**src/rtl/wb_pkg.sv**
```systemverilog
// Shared writeback-stage constants: source indices and RV load funct3 encodings.
package wb_pkg;

  localparam int unsigned WB_SEL_DMEM = 0;
  localparam int unsigned WB_SEL_ALU  = 1;
  localparam int unsigned WB_SEL_PC4  = 2;
  localparam int unsigned WB_SEL_CSR  = 3;

  localparam logic [2:0] F3_LB  = 3'b000;
  localparam logic [2:0] F3_LH  = 3'b001;
  localparam logic [2:0] F3_LW  = 3'b010;
  localparam logic [2:0] F3_LBU = 3'b100;
  localparam logic [2:0] F3_LHU = 3'b101;

endpackage

```
**src/rtl/wb_stage_load_align.sv**
```systemverilog
// Combinational load formatter: extracts byte/half/word from DMEM read data
// and sign- or zero-extends it; flags misaligned half/word accesses.
module load_align
  import wb_pkg::*;
#(
  parameter int DATA_WIDTH = 32
) (
  input  logic [DATA_WIDTH-1:0] dmem_data,
  input  logic [2:0]            funct3,
  input  logic [1:0]            addr_lo,
  output logic [DATA_WIDTH-1:0] load_data,
  output logic                  misalign
);

  logic [31:0] shifted_s;

  assign shifted_s = dmem_data[31:0] >> {addr_lo, 3'b000};

  // Select and extend the addressed lane.
  always_comb begin
    load_data = '0;
    misalign  = 1'b0;
    case (funct3)
      F3_LB:  load_data = {{(DATA_WIDTH-8){shifted_s[7]}}, shifted_s[7:0]};
      F3_LBU: load_data = {{(DATA_WIDTH-8){1'b0}}, shifted_s[7:0]};
      F3_LH: begin
        if (addr_lo[0]) begin
          misalign = 1'b1;
        end else begin
          load_data = {{(DATA_WIDTH-16){shifted_s[15]}}, shifted_s[15:0]};
        end
      end
      F3_LHU: begin
        if (addr_lo[0]) begin
          misalign = 1'b1;
        end else begin
          load_data = {{(DATA_WIDTH-16){1'b0}}, shifted_s[15:0]};
        end
      end
      F3_LW: begin
        if (addr_lo != 2'b00) begin
          misalign = 1'b1;
        end else begin
          load_data = dmem_data;
        end
      end
      default: load_data = dmem_data;
    endcase
  end

endmodule

```
**src/rtl/wb_stage.sv**
```systemverilog
// Writeback pipeline register: selects and formats the result, then presents
// a one-cycle-delayed register-file write port with sticky error flags.
module wb_stage
  import wb_pkg::*;
#(
  parameter int DATA_WIDTH    = 32,
  parameter int NUM_SRC       = 4,
  parameter int SEL_WIDTH     = $clog2(NUM_SRC),
  parameter int RF_ADDR_WIDTH = 5
) (
  input  logic                          clk,
  input  logic                          rst,
  input  logic                          in_valid,
  input  logic [NUM_SRC*DATA_WIDTH-1:0] in_src,
  input  logic [SEL_WIDTH-1:0]          in_sel,
  input  logic [RF_ADDR_WIDTH-1:0]      in_rd,
  input  logic                          in_we,
  input  logic [2:0]                    in_funct3,
  input  logic [1:0]                    in_addr_lo,
  input  logic                          stall,
  input  logic                          flush,
  output logic                          wb_we,
  output logic [RF_ADDR_WIDTH-1:0]      wb_rd,
  output logic [DATA_WIDTH-1:0]         wb_data,
  output logic                          wb_valid,
  output logic                          err_sel,
  output logic                          err_misalign
);

  localparam logic [SEL_WIDTH:0] NUM_SRC_L = (SEL_WIDTH+1)'(NUM_SRC);

  logic [DATA_WIDTH-1:0]    src_s;
  logic [DATA_WIDTH-1:0]    load_data_s;
  logic                     misalign_s;
  logic                     sel_legal_s;
  logic                     is_dmem_s;
  logic [DATA_WIDTH-1:0]    next_data_s;
  logic                     bad_sel_s;
  logic                     bad_mis_s;
  logic                     capture_we_s;

  logic                     valid_r;
  logic                     we_r;
  logic [RF_ADDR_WIDTH-1:0] rd_r;
  logic [DATA_WIDTH-1:0]    data_r;
  logic                     err_sel_r;
  logic                     err_mis_r;

  load_align #(.DATA_WIDTH(DATA_WIDTH)) u_load_align (
    .dmem_data (in_src[DATA_WIDTH-1:0]),
    .funct3    (in_funct3),
    .addr_lo   (in_addr_lo),
    .load_data (load_data_s),
    .misalign  (misalign_s)
  );

  assign sel_legal_s = ({1'b0, in_sel} < NUM_SRC_L);
  assign is_dmem_s   = (in_sel == SEL_WIDTH'(WB_SEL_DMEM));

  // Raw source mux; out-of-range selects fall through to zero.
  always_comb begin
    src_s = '0;
    for (int k = 0; k < NUM_SRC; k++) begin
      if (in_sel == SEL_WIDTH'(k)) begin
        src_s = in_src[k*DATA_WIDTH +: DATA_WIDTH];
      end else begin
        src_s = src_s;
      end
    end
  end

  // Final data and error classification; faulting instructions write zero.
  always_comb begin
    next_data_s = '0;
    bad_sel_s   = 1'b0;
    bad_mis_s   = 1'b0;
    if (!sel_legal_s) begin
      bad_sel_s = 1'b1;
    end else if (is_dmem_s) begin
      if (misalign_s) begin
        bad_mis_s = 1'b1;
      end else begin
        next_data_s = load_data_s;
      end
    end else begin
      next_data_s = src_s;
    end
  end

  // x0 and faulting instructions never produce a write enable.
  assign capture_we_s = in_valid & in_we & ~bad_sel_s & ~bad_mis_s &
                        (in_rd != {RF_ADDR_WIDTH{1'b0}});

  // WB register: reset > flush > stall > capture.
  always_ff @(posedge clk) begin
    if (rst) begin
      valid_r   <= 1'b0;
      we_r      <= 1'b0;
      rd_r      <= '0;
      data_r    <= '0;
      err_sel_r <= 1'b0;
      err_mis_r <= 1'b0;
    end else if (flush) begin
      valid_r <= 1'b0;
      we_r    <= 1'b0;
    end else if (!stall) begin
      valid_r   <= in_valid;
      we_r      <= capture_we_s;
      rd_r      <= in_rd;
      data_r    <= next_data_s;
      err_sel_r <= err_sel_r | (in_valid & bad_sel_s);
      err_mis_r <= err_mis_r | (in_valid & bad_mis_s);
    end else begin
      valid_r <= valid_r;
    end
  end

  assign wb_we        = we_r;
  assign wb_rd        = rd_r;
  assign wb_data      = data_r;
  assign wb_valid     = valid_r;
  assign err_sel      = err_sel_r;
  assign err_misalign = err_mis_r;

endmodule

```
**config.mk**
```make
export PLATFORM = sky130hd
export DESIGN_NAME = wb_stage
export DESIGN_NICKNAME = d
export VERILOG_FILES = /design/src/rtl/wb_pkg.sv /design/src/rtl/wb_stage_load_align.sv /design/src/rtl/wb_stage.sv
export SDC_FILE = /design/constraint.sdc
export NUM_CORES = 1
export LEC_CHECK = 0
export CORE_MARGIN = 2
export CORE_UTILIZATION = 38
export DETAILED_ROUTE_END_ITERATION = 12
export GPL_ROUTABILITY_DRIVEN = 0
export HOLD_SLACK_MARGIN = 0.12
export PLACE_DENSITY_LB_ADDON = 0.08
export SLEW_MARGIN = 10
export SYNTH_ARGS = -nofsm -noshare
export SYNTH_HDL_FRONTEND = slang
export SYNTH_HIERARCHICAL = 1
export SYNTH_SLANG_ARGS = --single-unit
```
**constraint.sdc**
```tcl
create_clock -name clk -period 2.8 [get_ports clk]
set_clock_uncertainty 0.05 [all_clocks]
set_input_delay 0.56 -clock clk [delete_from_list [all_inputs] [get_ports clk]]
set_output_delay 0.56 -clock clk [all_outputs]
set_load 0.01 [all_outputs]
```
==> results of run 1 <==
==> how the worst max path moves through the flow <==
stage,start,endpoint,slack [ps],cells past startpoint
after floorplan,in_funct3[0],wb_data[23],630,7
after global placement,in_funct3[2],wb_we,100,7
after detailed placement,in_funct3[2],wb_we,70,7
after CTS,in_funct3[0],wb_data[24],390,7
after global routing,in_addr_lo[1],wb_data[18],290,8
final,in_funct3[0],wb_data[24],380,7
==> area by class of cell <==
| type | instances | area [um^2] |
|---|---|---|
| flip-flops and latches | 40 | 800.8 |
| well taps | 102 | 127.6 |
| clock inverters | 2 | 38.79 |
| multi-input cells | 269 | 1956 |
| fillers | 689 | 2688 |
| repair buffers | 207 | 2032 |
| inverters | 22 | 82.58 |
| clock buffers | 6 | 82.58 |
==> metal layers <==
| layer | vias up | routed length, um |
|---|---|---|
| met3 | 12 | 1204 |
| li1 | 1732 | - |
| met2 | 179 | 5679 |
| met4 | 0 | 159 |
| met1 | 1672 | 4854 |
| met5 | - | 0 |
==> cell usage in the layout, fill, tap and decap left out, types with 10 or more instances in the layout <==
cell type	instances
nor2_1	35
nand2_1	17
mux2i_1	12
clkdlybuf4s50_1	183
mux2_2	32
o211ai_2	10
o211ai_1	10
dfxtp_1	40
buf_4	20
a211oi_1	33
inv_1	22
a22oi_1	28
a21oi_1	39
==> logic make-up after synthesis <==
logic type	after synthesis
AOI/OAI and AO/OA	154
other	1
DFF	40
buffers and inverters	60
and+or+nand+nor	69
muxes	45
==> registers in the layout (all words and copies together) (netlist names) <==
signal	flops
wb_we	1
wb_valid	1
wb_data	32
wb_rd	5
err_misalign	1
==> where the power goes <==
group	switching, W	leakage (nW)	internal, W
clock network	0.000226	0.0614	0.000292
logic	0.000278	1.58	0.000388
registers	0.0000175	0.329	0.000604
==> critical path, delay by kind of cell <==
| kind | cells | cell delay, ps |
|---|---|---|
| simple gates | 2 | 850 |
| compound gates | 3 | 480 |
| buf+inv | 2 | 700 |
==> stage by stage <==
| step | setup slack [ps] | std cells | hold WS [ps] | cell area, um^2 | power, W |
|---|---|---|---|---|---|
| 2_1_floorplan | 633.2 | 369 | 428.1 | 3084 | 0.0009370 |
| 3_3_place_gp | 95.57 | 640 | 394.0 | 4999 | 0.001288 |
| 3_5_place_dp | 70.19 | 640 | 398.5 | 4999 | 0.001297 |
| 4_1_cts | 389.2 | 648 | 410.3 | 5120 | 0.001807 |
| 5_1_grt | 288.6 | 648 | 447.0 | 5120 | 0.001887 |
| 6_report | 377.1 | 648 | 407.3 | 5120 | 0.001805 |
==> summary.md, run 1 <==
| Metric | Value |
|---|---|
| Num CTS Buffers | 5 |
| Worst Path Required | just under 3000 ps |
| Hold path start | wb_rd[0] |
| Largest net degree at the start of global routing | a little over 40 |
| Crit. End Element | flip-flop |
| RSZ-0062 raised after global routing | no |
| Syn Nets | roughly 520 |
| Synth Cell Area | 3084 um^2 |
| # diodes | 0 |
| Min Clock Period, post-route | between 2000 and 2500 ps |
| CTS clk-pin slew, worst paths | 90 ps |
| Ys flop type | dfxtp_1 |
| Global-route wire length before repair | roughly 18,000 um |
| DIE HEIGHT | 94.09 um |
| Hold Path Depth | 2 |
| Routed vias | roughly 3,600 |
| Async set or reset register ratio after synthesis | 0 |
| Final worst-path cycle share | 0.8653 |
| Adder-cell share of the synthesized area | 0 |
| Number of synthesized flops with an enable pin | 0 |
| CTS sink cnt | 40 |
| Final #Nets | ~690 |
| Longest Clk Path Bufs | 2 |
| Max-slew headroom | 0.5874 |
| Wire per inst | roughly 18 um |
| Total setup buffers inserted after CTS | 0 |
| Rows | 32 |
| PwrDens | between 300 and 400 nW/um^2 |
| Core region area | between 7000 and 8000 um^2 |
| Grt peak-use layer | met2 |
| Worst Tran Pin Value | a little over 600 ps |
| Post-synthesis simple-gate area fraction | 0.1043 |
| Initial antenna violation count | 0 |
| Maximum VDD drop | between 200 and 250 uV |
| Antenna viol nets, final | 0 |
| Clock latency on the worst-skew pair | 300 ps |
| Crit-path cells | clkdlybuf4s50_1, or3b_4, or3_1, buf_4, o211ai_1, a22oi_2, a211oi_1 |
| Achievable Freq | slightly above 400 MHz |
| Root Driver | clkbuf_8 |
| R2r endpoint | err_misalign |
| Most common cell in the netlist | dfxtp_1 |
| Final Max Slew Viols | 0 |
| Reg2reg path depth | 2 |
| Yosys top cell by area | dfxtp_1 |
| Vias in the first global route | 3,470 |
| CTS tree | built |
| Hold Vio Cnt, Final | 0 |
| Yosys warns | 6 |
| Remaining Overflow, GRT | 0 |
| Pleak | between 1.5 and 2 nW |
| Gr usage total | 0.2637 |
| RR Startpoint | err_misalign |
| CP max-delay cell | clkdlybuf4s50_1 |
| Syn Inst Count | ~370 |
| Die area | roughly 9000 um^2 |
| CTS Hold Buffers Added | 0 |
| Die Wd | 94.09 um |
| Crit path DAT | 2580 ps |
| Util after Layout | 0.6558 |
| Outcome | completed |
| Slowest Stage Delay on Critical Path | 490 ps |
| Final setup violation count | 0 |
| Met1 Use GR | 0.3485 |
| Share of cells above drive strength 1 | 0.1575 |
| Worst setup SP type | input port |
| DRC violations left | 0 |
| Min-Delay Endpoint | wb_rd[0] |
| Multiplexer area fraction after synthesis | 0.1631 |
| Netlist cell types | 43 |
| M2 GR Usage | 0.4345 |
| Synthesized flop and latch total | 40 |
| R2r setup slk | approximately 2100 ps |
| XOR/XNOR Fraction of Synth Area | 0 |
| Total negative setup slack | 0 ps |
| Total Wirelength | 11,900 um |
| Port Buf Inserts | around 190 |
| H-tree level count | 2 |
| Seq/Total Area, Yosys | 0.2596 |
| DR vias/cell | approximately 5.5 |
| Largest cells by area after synthesis | dfxtp_1 26%, mux2_2 12%, a211oi_1 8.0% |
| Post-synthesis area per instance | approximately 8.4 um^2 |
| Hold WC Path Type | reg -> reg |
| Met3 Usage GRT | 0.05939 |
| Synth top area share | 0.2596 |
| Synth top cells by count | 40 x dfxtp_1, 39 x a21oi_1, 36 x nor2_1 |
| Layout area overhead | 66.00% |
| DR iter-0 viols | 200 |
| CP max FO | 9 |
| Detail Placement HPWL | just over 9000 um |
| Max-cap viol count | 0 |
| Largest family of logic cells by synthesized area | compound AO/OA/AOI/OAI gates |
| First-pass DRT Iterations | 4 |
| Num ports | 187 |
| WS Path Type | in -> reg |
| Compound-Gate Fraction of Synth Area | 0.3635 |
| Starting Density | 0.3950 |
| PostCTS Resize Cnt | 0 |
No activity file was read; power rests on OpenSTA's default activity.
==> inputs of run 2 (changes only) <==
--- a/config.mk
+++ b/config.mk
@@ -11,6 +11,7 @@
 export GPL_ROUTABILITY_DRIVEN = 0
 export HOLD_SLACK_MARGIN = 0.12
 export PLACE_DENSITY_LB_ADDON = 0.08
+export SKIP_CTS_REPAIR_TIMING = 1
 export SLEW_MARGIN = 10
 export SYNTH_ARGS = -nofsm -noshare
 export SYNTH_HDL_FRONTEND = slang
==> results of run 2 <==
Same layout as run 1: the final DEF is identical, and so are final timing and power.
==> inputs of run 3 (changes only) <==
--- a/config.mk
+++ b/config.mk
@@ -9,6 +9,7 @@
 export CORE_UTILIZATION = 38
 export DETAILED_ROUTE_END_ITERATION = 12
 export GPL_ROUTABILITY_DRIVEN = 0
+export GPL_TIMING_DRIVEN = 0
 export HOLD_SLACK_MARGIN = 0.12
 export PLACE_DENSITY_LB_ADDON = 0.08
 export SKIP_CTS_REPAIR_TIMING = 1
==> run 3 against run 2 <==
  * Global-route usage up 0.15 points
  * Count of clock-buffer cells in the layout unchanged
  * Clock power is 1% lower
  * Total power decreased by 0.18%
  * Utilization increased by 0.32 points
  * Final area increased by 0.49%
  * Die area unchanged
  * Register-to-register slack got worse by 20 ps
  * Fmax down 6.9%
  * Routed wire length rose by 0.40%
  * Combinational power hardly changed
==> summary.md, run 3 (synthesized netlist as in run 1, its figures left out) <==
| Metric | Value |
|---|---|
| Outcome | completed |
| Antenna viol nets, final | 0 |
| Reg2reg path depth | 2 |
| Final #Nets | roughly 700 |
| RSZ-0062 raised after global routing | no |
| Num CTS Buffers | 5 |
| Largest net degree at the start of global routing | 14 |
| CP top delay family | buffers and inverters |
| Pleak | around 2.0 nW |
| Most common library cell in the layout ignoring fill and taps | clkdlybuf4s50_1 |
| Maximum VDD drop | 210.8 uV |
| Share of cells above drive strength 1 | 0.1613 |
| Seq pwr share | 0.345 |
| Crit. End Element | flip-flop |
| Gr usage total | 0.2652 |
| Clk pwr share | 0.284 |
| Sw Share | 0.2875 |
| Vias in the first global route | about 3,600 |
| Most frequent cells in the layout | 181 x clkdlybuf4s50_1, 40 x dfxtp_1, 39 x a21oi_1 |
| Buffers plus inverters on the worst setup path | 3 |
| # diodes | 0 |
| Remaining Overflow, GRT | 0 |
| R2r setup slk | ~2000 ps |
| DR vias/cell | 5.623 |
| Root Driver | clkbuf_8 |
| Final setup violation count | 0 |
| Hold Path Depth | 2 |
| Initial antenna violation count | 0 |
| Worst Path Required | 2950 ps |
| Placed inst area | ~5000 um^2 |
| Crit-path cells | clkdlybuf4s50_1, clkbuf_1, or2_2, nor3_1, a31o_2, nor3_4, buf_6, a22oi_1, a211oi_1 |
| Final instance area | between 5000 and 6000 um^2 |
| Port Buf Inserts | ~180 |
| Hold path start | wb_rd[0] |
| Min-Delay Endpoint | wb_rd[0] |
| Max-cap viol count | 0 |
| Final worst-path cycle share | 0.9292 |
| Total Wirelength | between 10,000 and 15,000 um |
| Rows | 32 |
| Max-slew headroom | 0.5721 |
| H-tree level count | 2 |
| Crit path DAT | between 2000 and 3000 ps |
| Final Max Slew Viols | 0 |
| Achievable Freq | approximately 380 MHz |
| Die area | 8853 um^2 |
| First-pass DRT Iterations | 5 |
| CP max-delay cell | clkdlybuf4s50_1 |
| FF/Latch Area | approximately 800 um^2 |
| Wire per inst | 18.10 um |
| PwrDens | 350.3 nW/um^2 |
| Global-route wire length before repair | 18,230 um |
| CP max FO | 10 |
| Die Wd | between 90 and 100 um |
| Clock latency on the worst-skew pair | 300 ps |
| Starting Density | 0.3950 |
| DRC violations left | 0 |
| CTS clk-pin slew, worst paths | about 90 ps |
| Longest Clk Path Bufs | 2 |
| Min Clock Period, post-route | around 2600 ps |
| DIE HEIGHT | between 90 and 100 um |
| Int Power | 0.001284 W |
| Comb power frac | 0.371 |
| Hold Vio Cnt, Final | 0 |
| Hold WC Path Type | reg -> reg |
| CTS sink cnt | 40 |
| WS Path Type | in -> reg |
| Slowest Stage Delay on Critical Path | approximately 470 ps |
| RR Startpoint | wb_data[22] |
| Util after Layout | 0.6590 |
| Core region area | between 7000 and 8000 um^2 |
| Detail Placement HPWL | 9623 um |
| Psw | slightly above 0.0005 W |
| FILL cells | slightly below 700 |
| Pwr Total | approximately 0.0018 W |
| Num ports | 187 |
| Routed vias | 3,711 |
| CTS tree | built |
| Layout area overhead | 66.82% |
| R2r endpoint | wb_data[22] |
| DR iter-0 viols | 175 |
| Non-Filler Instances | 660 |
| Worst setup SP type | input port |
| Area of the multi-input gates | about 1900 um^2 |
| Max reg flops | 32 |
| Worst Tran Pin Value | approximately 630 ps |
| Placed cells | ~650 |
[run 3: worst register-to-register path, cell delays in order (launching register included)]
cell	delay, ps
dfxtp_1	340
nor2_1	50
a211oi_1	240
[run 3: final cells by class]
type / count / area share
multi-input cells: 269 / 0.3789
flip-flops and latches: 40 / 0.1556
clock inverters: 2 / 0.007539
clock buffers: 6 / 0.01605
inverters: 22 / 0.01605
plain buffers: 38 / 0.04888
repair buffers: 181 / 0.3521
well taps: 102 / 0.02481
[run 3: power groups by stage]
stage / Clock (W) / Sequential [W] / Combinational [W]
after floorplan: 0 / 0.000651 / 0.000286
after global placement: 0 / 0.000634 / 0.000655
after detailed placement: 0 / 0.000635 / 0.000663
after CTS: 0.000516 / 0.000622 / 0.000667
after global routing: 0.000532 / 0.000626 / 0.000721
final: 0.000512 / 0.000622 / 0.000668
[run 3: stage by stage]
step,setup TNS [ps],worst slack [ps],hold WS [ps]
global placement,-577.3,-58.40,397.1
finish,0,198.2,410.9
floorplan,0,633.2,428.1
detailed placement,-1233,-87.03,400.5
global route,0,11.38,431.4
CTS,0,224.9,411.7
[run 3: worst max path at each step]
stage	startpoint	to	slack (ps)	cells past startpoint
3_3_place_gp	in_funct3[0]	wb_data[1]	-60	9
6_report	in_funct3[0]	wb_data[27]	200	9
4_1_cts	in_addr_lo[0]	wb_data[31]	220	7
2_1_floorplan	in_funct3[0]	wb_data[23]	630	7
3_5_place_dp	in_addr_lo[0]	wb_data[31]	-90	7
5_1_grt	in_funct3[0]	wb_data[17]	10	9
[run 3: routing by layer]
metal	GRT usage	wire length, um
met3	0.03772	1007
met1	0.3475	4914
met2	0.4405	5693
met4	0.09903	332
met5	0	0
